## src/rtl/capture_pkg.sv

```systemverilog
// Shared types and default widths for the capture front end.
// Optional build macro used by capture_ctrl: CAPTURE_TEST_PATTERN_EN.
package capture_pkg;

    localparam int CAP_DW        = 16;
    localparam int CAP_CW        = 32;
    localparam int CAP_DIVW      = 24;
    localparam int CAP_DONE_HOLD = 4;

    typedef enum logic [2:0] {
        ST_IDLE   = 3'd0,
        ST_PRE    = 3'd1,
        ST_ARMED  = 3'd2,
        ST_POST   = 3'd3,
        ST_STREAM = 3'd4,
        ST_DONE   = 3'd5
    } cap_state_t;

    // States in which the divider runs and samples are emitted.
    function automatic logic is_run_state(input cap_state_t s);
        return (s == ST_PRE) || (s == ST_ARMED) || (s == ST_POST) || (s == ST_STREAM);
    endfunction

endpackage

```

## src/rtl/sample_tick_gen.sv

```systemverilog
// Sample-rate divider: down-counter that ticks when it reaches zero and then
// reloads with the period-minus-one value; cleared so a run starts with a tick.
module sample_tick_gen #(
    parameter int DIVW = 24
) (
    input  logic            clk,
    input  logic            rst,
    input  logic            clear,
    input  logic            enable,
    input  logic [DIVW-1:0] reload,
    output logic            tick
);

    logic [DIVW-1:0] cnt;

    assign tick = enable && (cnt == '0);

    always_ff @(posedge clk or posedge rst) begin
        if (rst) begin
            cnt <= '0;
        end else if (clear) begin
            cnt <= '0;
        end else if (enable) begin
            cnt <= tick ? reload : cnt - DIVW'(1);
        end
    end

endmodule

```

## src/rtl/capture_ctrl.sv

```systemverilog
// Capture sequencer: divides core_clk into sample ticks, registers the probe bus and
// runs pre/armed/post/stream sequencing. Build macro: CAPTURE_TEST_PATTERN_EN.
module capture_ctrl
    import capture_pkg::*;
#(
    parameter int DW        = CAP_DW,
    parameter int CW        = CAP_CW,
    parameter int DIVW      = CAP_DIVW,
    parameter int DONE_HOLD = CAP_DONE_HOLD
) (
    input  logic            core_clk,
    input  logic            core_rst,
    input  logic            sample_en,
    input  logic            cons_mode,
    input  logic [DIVW-1:0] sample_divider,
    input  logic [CW-1:0]   sample_depth,
    input  logic [CW-1:0]   trig_pos,
    input  logic            trig_hit,
    input  logic [DW-1:0]   probe_data,
    input  logic            wfifo_full,
    output logic            capture_valid,
    output logic [DW-1:0]   capture_data,
    output logic            capture_done,
    output logic [CW-1:0]   sample_last_cnt,
    output logic [CW-1:0]   trig_loc,
    output logic            overflow,
    output logic [2:0]      dbg_state
);

    localparam int            HW        = (DONE_HOLD > 1) ? $clog2(DONE_HOLD) : 1;
    localparam logic [HW-1:0] HOLD_LAST = HW'((DONE_HOLD > 0) ? DONE_HOLD - 1 : 0);

    cap_state_t      state;
    logic            en_q;
    logic            cons_lat;
    logic            arm;
    logic            tick;
    logic            tick_en;
    logic [DIVW-1:0] div_lat;
    logic [CW-1:0]   depth_lat;
    logic [CW-1:0]   trig_lat;
    logic [CW-1:0]   trig_clamp;
    logic [CW-1:0]   pre_cnt;
    logic [CW-1:0]   post_left;
    logic [CW-1:0]   ring_idx;
    logic [CW-1:0]   ring_next;
    logic [HW-1:0]   hold_cnt;
    logic [DW-1:0]   sample_word;

    assign arm        = (state == ST_IDLE) && sample_en && !en_q;
    assign tick_en    = is_run_state(state) && sample_en;
    assign trig_clamp = (trig_pos >= sample_depth) ? sample_depth - CW'(1) : trig_pos;
    // ring_idx is the buffer slot the next emitted sample will occupy.
    assign ring_next  = (ring_idx == sample_last_cnt) ? '0 : ring_idx + CW'(1);
    assign dbg_state  = state;

    sample_tick_gen #(
        .DIVW(DIVW)
    ) u_tick (
        .clk    (core_clk),
        .rst    (core_rst),
        .clear  (arm),
        .enable (tick_en),
        .reload (div_lat),
        .tick   (tick)
    );

`ifdef CAPTURE_TEST_PATTERN_EN
    logic [DW-1:0] pattern;

    always_ff @(posedge core_clk or posedge core_rst) begin
        if (core_rst) begin
            pattern <= '0;
        end else if (arm) begin
            pattern <= '0;
        end else if (tick) begin
            pattern <= pattern + DW'(1);
        end
    end

    assign sample_word = pattern;
`else
    assign sample_word = probe_data;
`endif

    always_ff @(posedge core_clk or posedge core_rst) begin
        if (core_rst) begin
            state           <= ST_IDLE;
            en_q            <= 1'b0;
            cons_lat        <= 1'b0;
            div_lat         <= '0;
            depth_lat       <= '0;
            trig_lat        <= '0;
            pre_cnt         <= '0;
            post_left       <= '0;
            ring_idx        <= '0;
            hold_cnt        <= '0;
            capture_valid   <= 1'b0;
            capture_data    <= '0;
            capture_done    <= 1'b0;
            sample_last_cnt <= '0;
            trig_loc        <= '0;
            overflow        <= 1'b0;
        end else begin
            en_q          <= sample_en;
            capture_valid <= tick;
            if (tick) begin
                capture_data <= sample_word;
                ring_idx     <= ring_next;
            end
            // Samples are never stalled; a full write FIFO only leaves a sticky mark.
            if (capture_valid && wfifo_full) begin
                overflow <= 1'b1;
            end
            if (state != ST_DONE) begin
                hold_cnt <= '0;
            end

            case (state)
                ST_IDLE: begin
                    if (arm) begin
                        cons_lat        <= cons_mode;
                        div_lat         <= sample_divider;
                        depth_lat       <= sample_depth;
                        trig_lat        <= trig_clamp;
                        sample_last_cnt <= sample_depth - CW'(1);
                        pre_cnt         <= '0;
                        ring_idx        <= '0;
                        trig_loc        <= '0;
                        overflow        <= 1'b0;
                        if (sample_depth == '0) begin
                            state        <= ST_DONE;
                            capture_done <= 1'b1;
                        end else if (trig_clamp == '0) begin
                            state <= cons_mode ? ST_STREAM : ST_ARMED;
                        end else begin
                            state <= ST_PRE;
                        end
                    end
                end

                ST_PRE: begin
                    if (!sample_en) begin
                        state        <= ST_DONE;
                        capture_done <= 1'b1;
                    end else if (tick) begin
                        pre_cnt <= pre_cnt + CW'(1);
                        // The tick completing the pre-trigger count never acts as a trigger.
                        if (pre_cnt + CW'(1) == trig_lat) begin
                            state <= cons_lat ? ST_STREAM : ST_ARMED;
                        end
                    end
                end

                ST_ARMED: begin
                    if (!sample_en) begin
                        state        <= ST_DONE;
                        capture_done <= 1'b1;
                    end else if (tick && trig_hit) begin
                        trig_loc  <= ring_idx;
                        post_left <= depth_lat - trig_lat - CW'(1);
                        if (depth_lat - trig_lat == CW'(1)) begin
                            state        <= ST_DONE;
                            capture_done <= 1'b1;
                        end else begin
                            state <= ST_POST;
                        end
                    end
                end

                ST_POST: begin
                    if (!sample_en) begin
                        state        <= ST_DONE;
                        capture_done <= 1'b1;
                    end else if (tick) begin
                        post_left <= post_left - CW'(1);
                        if (post_left == CW'(1)) begin
                            state        <= ST_DONE;
                            capture_done <= 1'b1;
                        end
                    end
                end

                ST_STREAM: begin
                    if (!sample_en) begin
                        state        <= ST_DONE;
                        capture_done <= 1'b1;
                    end
                end

                ST_DONE: begin
                    if (hold_cnt != HOLD_LAST) begin
                        hold_cnt <= hold_cnt + HW'(1);
                    end else if (!sample_en) begin
                        state        <= ST_IDLE;
                        capture_done <= 1'b0;
                    end
                end

                default: begin
                    state        <= ST_IDLE;
                    capture_done <= 1'b0;
                end
            endcase
        end
    end

endmodule

```

## config.mk

```make
export PLATFORM = sky130hd
export DESIGN_NAME = capture_ctrl
export DESIGN_NICKNAME = d
export VERILOG_FILES = /design/src/rtl/capture_pkg.sv /design/src/rtl/sample_tick_gen.sv /design/src/rtl/capture_ctrl.sv
export SDC_FILE = /design/constraint.sdc
export NUM_CORES = 1
export LEC_CHECK = 0
export ABC_AREA = 1
export CAP_MARGIN = 20
export CORE_MARGIN = 5
export CORE_UTILIZATION = 30
export CTS_CLUSTER_DIAMETER = 200
export DETAILED_ROUTE_END_ITERATION = 10
export GPL_ROUTABILITY_DRIVEN = 0
export SYNTH_ARGS = -nofsm -noshare
export SYNTH_HDL_FRONTEND = slang
export SYNTH_HIERARCHICAL = 1
export SYNTH_SLANG_ARGS = --single-unit
```

## constraint.sdc

```tcl
create_clock -name core_clk -period 28.8 [get_ports core_clk]
set_input_delay 8.64 -clock core_clk [delete_from_list [all_inputs] [get_ports core_clk]]
set_output_delay 8.64 -clock core_clk [all_outputs]
set_load 0.05 [all_outputs]
```

==> After elaboration in Yosys (flattened, before gate mapping) <==
Cells that the tools add are included.
{ "totals": {"input_bits": 110, "output_inout_bits": 86, "register_bits": 298, "latch_bits": 0, "n_memories": 0, "ramBits": 0, "rom_bits": 0} }
{ "classes": {"n_shift": 0, "div": 0, "n_mux": 56, "n_mul": 0, "bitwise": 0, "n_lt_le_gt_ge": 1, "n_addsub": 8, "reduce_logical": 25, "eq_ne": 29} }
{ "ops": {"columns": ["op", "n"], "rows": [
  ["32-bit two-way mux", 14],
  ["32-bit case mux with 2 select lines", 3],
  ["32-bit by 1-bit subtractor with 32-bit output (second input constant)", 3],
  ["24-bit two-way mux", 3],
  ["32-bit by 1-bit adder with 32-bit output (second input constant)", 2],
  ["32-bit by 1-bit == test with 1-bit output (second input constant)", 2],
  ["32-bit == test", 2],
  ["32-bit logical NOT", 2],
  ["3-bit two-way mux", 17],
  ["32-bit >= comparator", 1],
  ["32-bit subtractor", 1],
  ["24-bit logical NOT", 1],
  ["24-bit by 1-bit subtractor with 24-bit output (second input constant)", 1],
  ["2-bit inequality test (second input constant)", 11],
  ["3-bit case mux with 6 select lines", 1],
  ["9-bit AND reduction", 2],
  ["1-bit two-way mux", 14],
  ["3-bit by 2-bit inequality test with 1-bit output (second input constant)", 4],
  ["3-bit inequality test (second input constant)", 3],
  ["4-bit AND reduction", 2],
  ["2-bit nonzero test", 4],
  ["3-bit by 2-bit == test with 1-bit output (second input constant)", 2],
  ["3-bit == test (second input constant)", 2],
  ["1-bit logical AND", 6],
  ["other kinds (11)", 16]
]} }

==> Longest topological paths before layout <==
{ "logic_depth": {"word_depth": 10, "ltp_mapped": 26} }

==> Modules after synthesis <==
Netlist, hierarchy kept.
{ "modules_own_cells": {"columns": ["mod", "cells_per_inst", "area_each_um2", "instances", "seq_area_each_um2"], "rows": [
  ["capture_ctrl", 2752, 19050.8, 1, 6856.6],
  ["sample_tick_gen", 320, 1980.6, 1, 600.6]
]} }

==> Worst setup path after synthesis <==
Ideal clock, no wire load.
{ "synth_path": {"path_type": "in2reg", "start": "input sample_en", "end": "register ring_idx[29]", "t_arrival_ps": 10920, "setup_time_ps": 132, "path_slack_ps": 17748, "stages": 18, "required_time_ps": 28668, "cell_sequence": "inv_2 nor3_1 nand4_1 nor3_1 nand2_1 inv_1 buf_2 nand4_1 nor2_1 nand2_1 nor4_1 nand2_1 inv_1 nand4_1 nor2_1 nand4_1 xor2_1 nor2_1"} }
{ "synth_between": {"elab_chain_len": 5, "elab_cells_between_ends": 7, "classes_between": "mux: 3; reduce/logical: 4"} }
{ "synth_rtl": {"columns": ["item", "line_no", "source"], "rows": [
  ["start: declaration", "capture_ctrl.sv:13", "input logic sample_en,"],
  ["1-bit logical AND *", "capture_ctrl.sv:51", "assign tick_en = is_run_state(state) && sample_en;"],
  ["named net tick_en", "capture_ctrl.sv:38", "logic tick_en;"],
  ["1-bit logical AND *", "sample_tick_gen.sv:16", "assign tick = enable && (cnt == '0);"],
  ["named net tick", "capture_ctrl.sv:37", "logic tick;"],
  ["32-bit two-way mux *", "capture_ctrl.sv:107", "if (tick) begin"],
  ["32-bit two-way mux", "capture_ctrl.sv:121", "if (arm) begin"],
  ["32-bit two-way mux *", "capture_ctrl.sv:119", "case (state)"],
  ["end signal: assignment", "capture_ctrl.sv:109", "ring_idx <= ring_next;"],
  ["end: declaration", "capture_ctrl.sv:45", "logic [CW-1:0] ring_idx;"]
]} }
The timed path passes the listed nets; every way through them passes the cells marked *.
A chain may end at the register's enable or synchronous reset.

==> Final worst setup path <==
{ "layout_path": {"start": "input sample_en", "end": "register post_left[29]"} }
{ "layout_between": {"elab_chain_len": 5, "elab_cells_between_ends": 8, "classes_between": "eq/ne: 4; reduce/logical: 4"} }
{ "layout_rtl": {"columns": ["item", "line_no", "source"], "rows": [
  ["1-bit logical AND *", "capture_ctrl.sv:51", null],
  ["named net tick_en", "capture_ctrl.sv:38", null],
  ["1-bit logical AND *", "sample_tick_gen.sv:16", null],
  ["named net tick", "capture_ctrl.sv:37", null],
  ["1-bit logical AND", "capture_ctrl.sv:159", "end else if (tick && trig_hit) begin"],
  ["2-bit by 1-bit inequality test with 1-bit output (no line)", null, null],
  ["5-bit AND reduction (no line) *", null, null],
  ["end signal: assignment", "capture_ctrl.sv:161", "post_left <= depth_lat - trig_lat - CW'(1);"],
  ["end signal: assignment", "capture_ctrl.sv:176", "post_left <= post_left - CW'(1);"],
  ["end: declaration", "capture_ctrl.sv:44", "logic [CW-1:0] post_left;"]
]} }
Marks and branches as above.

==> results.json <==
{
  "outcome": "completed",
  "antenna_left": 0,
  "reg2reg_from": "dbg_state[0]",
  "p_comb_frac": 0.579,
  "fin_crit_sh": 0.457,
  "clockPowerShare": 0.169,
  "seqCellArea_sq_mm": 0.00746,
  "drc": 0,
  "grt_pass1_vias": 19315,
  "timing.fmax_ghz": 0.0761,
  "ys_seq_area_frac": 0.355,
  "cts_root_buf": "clkbuf_16",
  "avgSynthCellArea_sq_um": 6.85,
  "boundaryPins": 196,
  "die_y_um": 275,
  "clock_latency_ns": 0.56,
  "drive_gt1_frac": 0.0580,
  "route.vias.total": 20099,
  "rrSetupSlack_ns": 23.76,
  "p_sw_frac": 0.515,
  "yosys_warnings": 6,
  "drt_iter0_markers": 1502,
  "cts.path.max_buffers": 3,
  "fp.dieArea_sq_mm": 0.0755,
  "r2r_cells": 15,
  "startpoint": "sample_en",
  "grt_usage": 0.178,
  "post_cts_resized": 0,
  "synth-edff-count": 0,
  "p_leak_nw": 11.9,
  "grt_pass1_wl_um": 108000,
  "end_kind": "register",
  "grt.overflow.total": 0,
  "rows": 97,
  "start_util": 0.301,
  "ir_worst_vdd_mv": 0.0695,
  "tightestPinTransition_ns": 1.02,
  "slew_viol_final": 0,
  "setup_viol": 0,
  "timing.rr.end": "post_left[29]",
  "arrival_ns": 13.58,
  "hpwl_um": 53200,
  "htreeDepth": 2,
  "crit_fanout": 35,
  "clkTransAtPathRegs_ns": 0.06,
  "top_layer_used": "met4",
  "power_switching_mw": 1.40,
  "wl_per_cell_um": 16.4,
  "m1WireLength_um": 30400,
  "clock_skew_ns": 0.0214,
  "synthCells": 3072,
  "nNetsFinal": 3419,
  "max_cap_violations": 0,
  "viasPerCell": 4.78,
  "path_class": "input port to register",
  "die_w_um": 275,
  "grt_max_degree": 160,
  "syn_area_sq_mm": 0.0210,
  "drt-total-wl_um": 68700,
  "wl_met2_um": 32200,
  "fillCellCount": 7450,
  "area_growth_pct": 19.5,
  "rsz0062_at_grt": "false",
  "coreArea_sq_mm": 0.0698,
  "portBuffers": 195,
  "hold_violations": 0,
  "hold_class": "register to register",
  "power_density_mw_per_mm2": 108,
  "start_kind": "input port",
  "wl_met3_um": 3400,
  "power_frac_seq": 0.252,
  "period_needed_ns": 13.15,
  "grt_antenna_before_repair": 2,
  "postCtsSetupRepairBufs": 0,
  "cts_tree": "done",
  "clock_sinks": 298,
  "synth_cell_types": 63,
  "synth_nets": 3257,
  "synth-main-ff-cell": "dfrtp_1",
  "cp.required_ns": 29.24,
  "fin_setup_tns_ns": 0,
  "worstSetupEndpoint": "post_left[29]",
  "p_int_mw": 1.32,
  "synthArstFlopShare": 1.00,
  "worst_hold_slack_ns": 0.470,
  "maxSlewHeadroom": 0.319,
  "multi_input_area_sq_mm": 0.0117,
  "numCtsBuffers": 36,
  "cts_hold_buf": 0,
  "drt-pass1-iter-count": 5,
  "ys_ff_latch": 298
}
==> how the worst min path moves through the flow <==
stage	start	cells past startpoint	endpoint
floorplan	div_lat[10]	2	div_lat[10]
global placement	capture_data[12]	2	capture_data[12]
detailed placement	div_lat[11]	2	div_lat[11]
CTS	div_lat[11]	2	div_lat[11]
global route	div_lat[9]	2	div_lat[9]
finish	div_lat[11]	2	div_lat[11]
==> metal layers <==
| layer | global-route usage | up-vias |
|---|---|---|
| met4 | 0.0654 | 0 |
| met3 | 0.0310 | 126 |
| met1 | 0.234 | 9351 |
| met5 | 0 | - |
| met2 | 0.296 | 474 |
| li1 | - | 10148 |
==> Yosys cell counts, drive strengths merged, types with 17 or more instances <==
library cell	count	area share
a31oi	17	0.0051
nor4	18	0.0054
o21ai	213	0.051
dfrtp	298	0.35
buf	22	0.0065
xor2	79	0.035
nor2	377	0.076
or2	18	0.0054
nand3b	37	0.013
a21oi	89	0.022
nor3	49	0.015
nand4	57	0.018
o22ai	34	0.010
xnor2	33	0.015
nand2	936	0.17
ha	74	0.044
nand3	211	0.052
clkbuf	61	0.011
inv	406	0.072
==> per-stage QoR <==
stage / power [mW] / area [sq um] / util / setup slack (ns) / cells
after floorplan: 1.81 / 21000 / - / 12.61 / 3072
after global placement: 2.25 / 23900 / 0.343 / 15.11 / 4134
after detailed placement: 2.26 / 23900 / 0.343 / 15.04 / 4134
after CTS: 2.73 / 25100 / 0.359 / 15.64 / 4199
after global routing: 2.96 / 25100 / 0.360 / 15.08 / 4201
final: 2.72 / 25100 / 0.360 / 15.65 / 4202
==> critical path, stage by stage <==
cell and delay (ns):
clkdlybuf4s50_1 0.61, inv_2 0.17, nor3_1 0.43, nand4_1 0.14
nor3_1 0.15, nand2_1 0.06, inv_1 0.73, inv_1 0.69
a211oi_1 0.37, nand2_1 0.41, inv_1 0.46, buf_4 0.41
o21ai_0 0.14, inv_1 0.09, a21oi_2 0.05
==> cells in the final DEF (no fill, tap or decap), types with 19 or more instances in the layout <==
cell type / count
o21ai_1: 19
clkbuf_16: 36
a21oi_1: 84
dfrtp_1: 298
inv_1: 395
nor2_2: 25
nand2_1: 915
clkdlybuf4s50_1: 195
xnor2_1: 30
o22ai_1: 34
nor3_1: 41
o21ai_0: 192
nor2_1: 337
nand3_1: 205
nand3b_1: 37
nand4_1: 55
ha_1: 74
xor2_1: 76
==> power groups by stage <==
stage / logic, mW / clock network, mW / registers, mW
finish: 1.58 / 0.461 / 0.685
CTS: 1.58 / 0.473 / 0.685
detailed placement: 1.57 / 0 / 0.689
floorplan: 1.05 / 0 / 0.759
global placement: 1.56 / 0 / 0.689
global route: 1.77 / 0.489 / 0.703
==> area by class of cell <==
cell class                      count  share of cell area
Antenna cell                        1           0.0000996
Clock buffer                       53              0.0408
Clock inverter                     12             0.00592
Tap cell                          940              0.0468
Timing Repair Buffer              207              0.0828
Multi-Input combinational cell   2285               0.466
Inverter                          406              0.0611
Sequential cell                   298               0.297
==> cells by family after synthesis <==
family                     count (synthesis)  share of synthesized area
DFF                                      298                      0.355
muxes                                      1                   0.000476
adders and majority gates                 75                     0.0450
xor gates and xnor gates                 114                     0.0515
buffers and inverters                    489                     0.0899
and+or+nand+nor                         1715                      0.359
AOI/OAI and AO/OA                        380                     0.0998
==> state kept, by name, summed over array words and instances (netlist names), 16 cells and up <==
name and count:
capture_data 16, depth_lat 32, div_lat 24, post_left 32, pre_cnt 32, ring_idx 32
sample_last_cnt 32, trig_lat 32, trig_loc 32, u_tick/cnt 24
(Power assumes the default switching activity.)
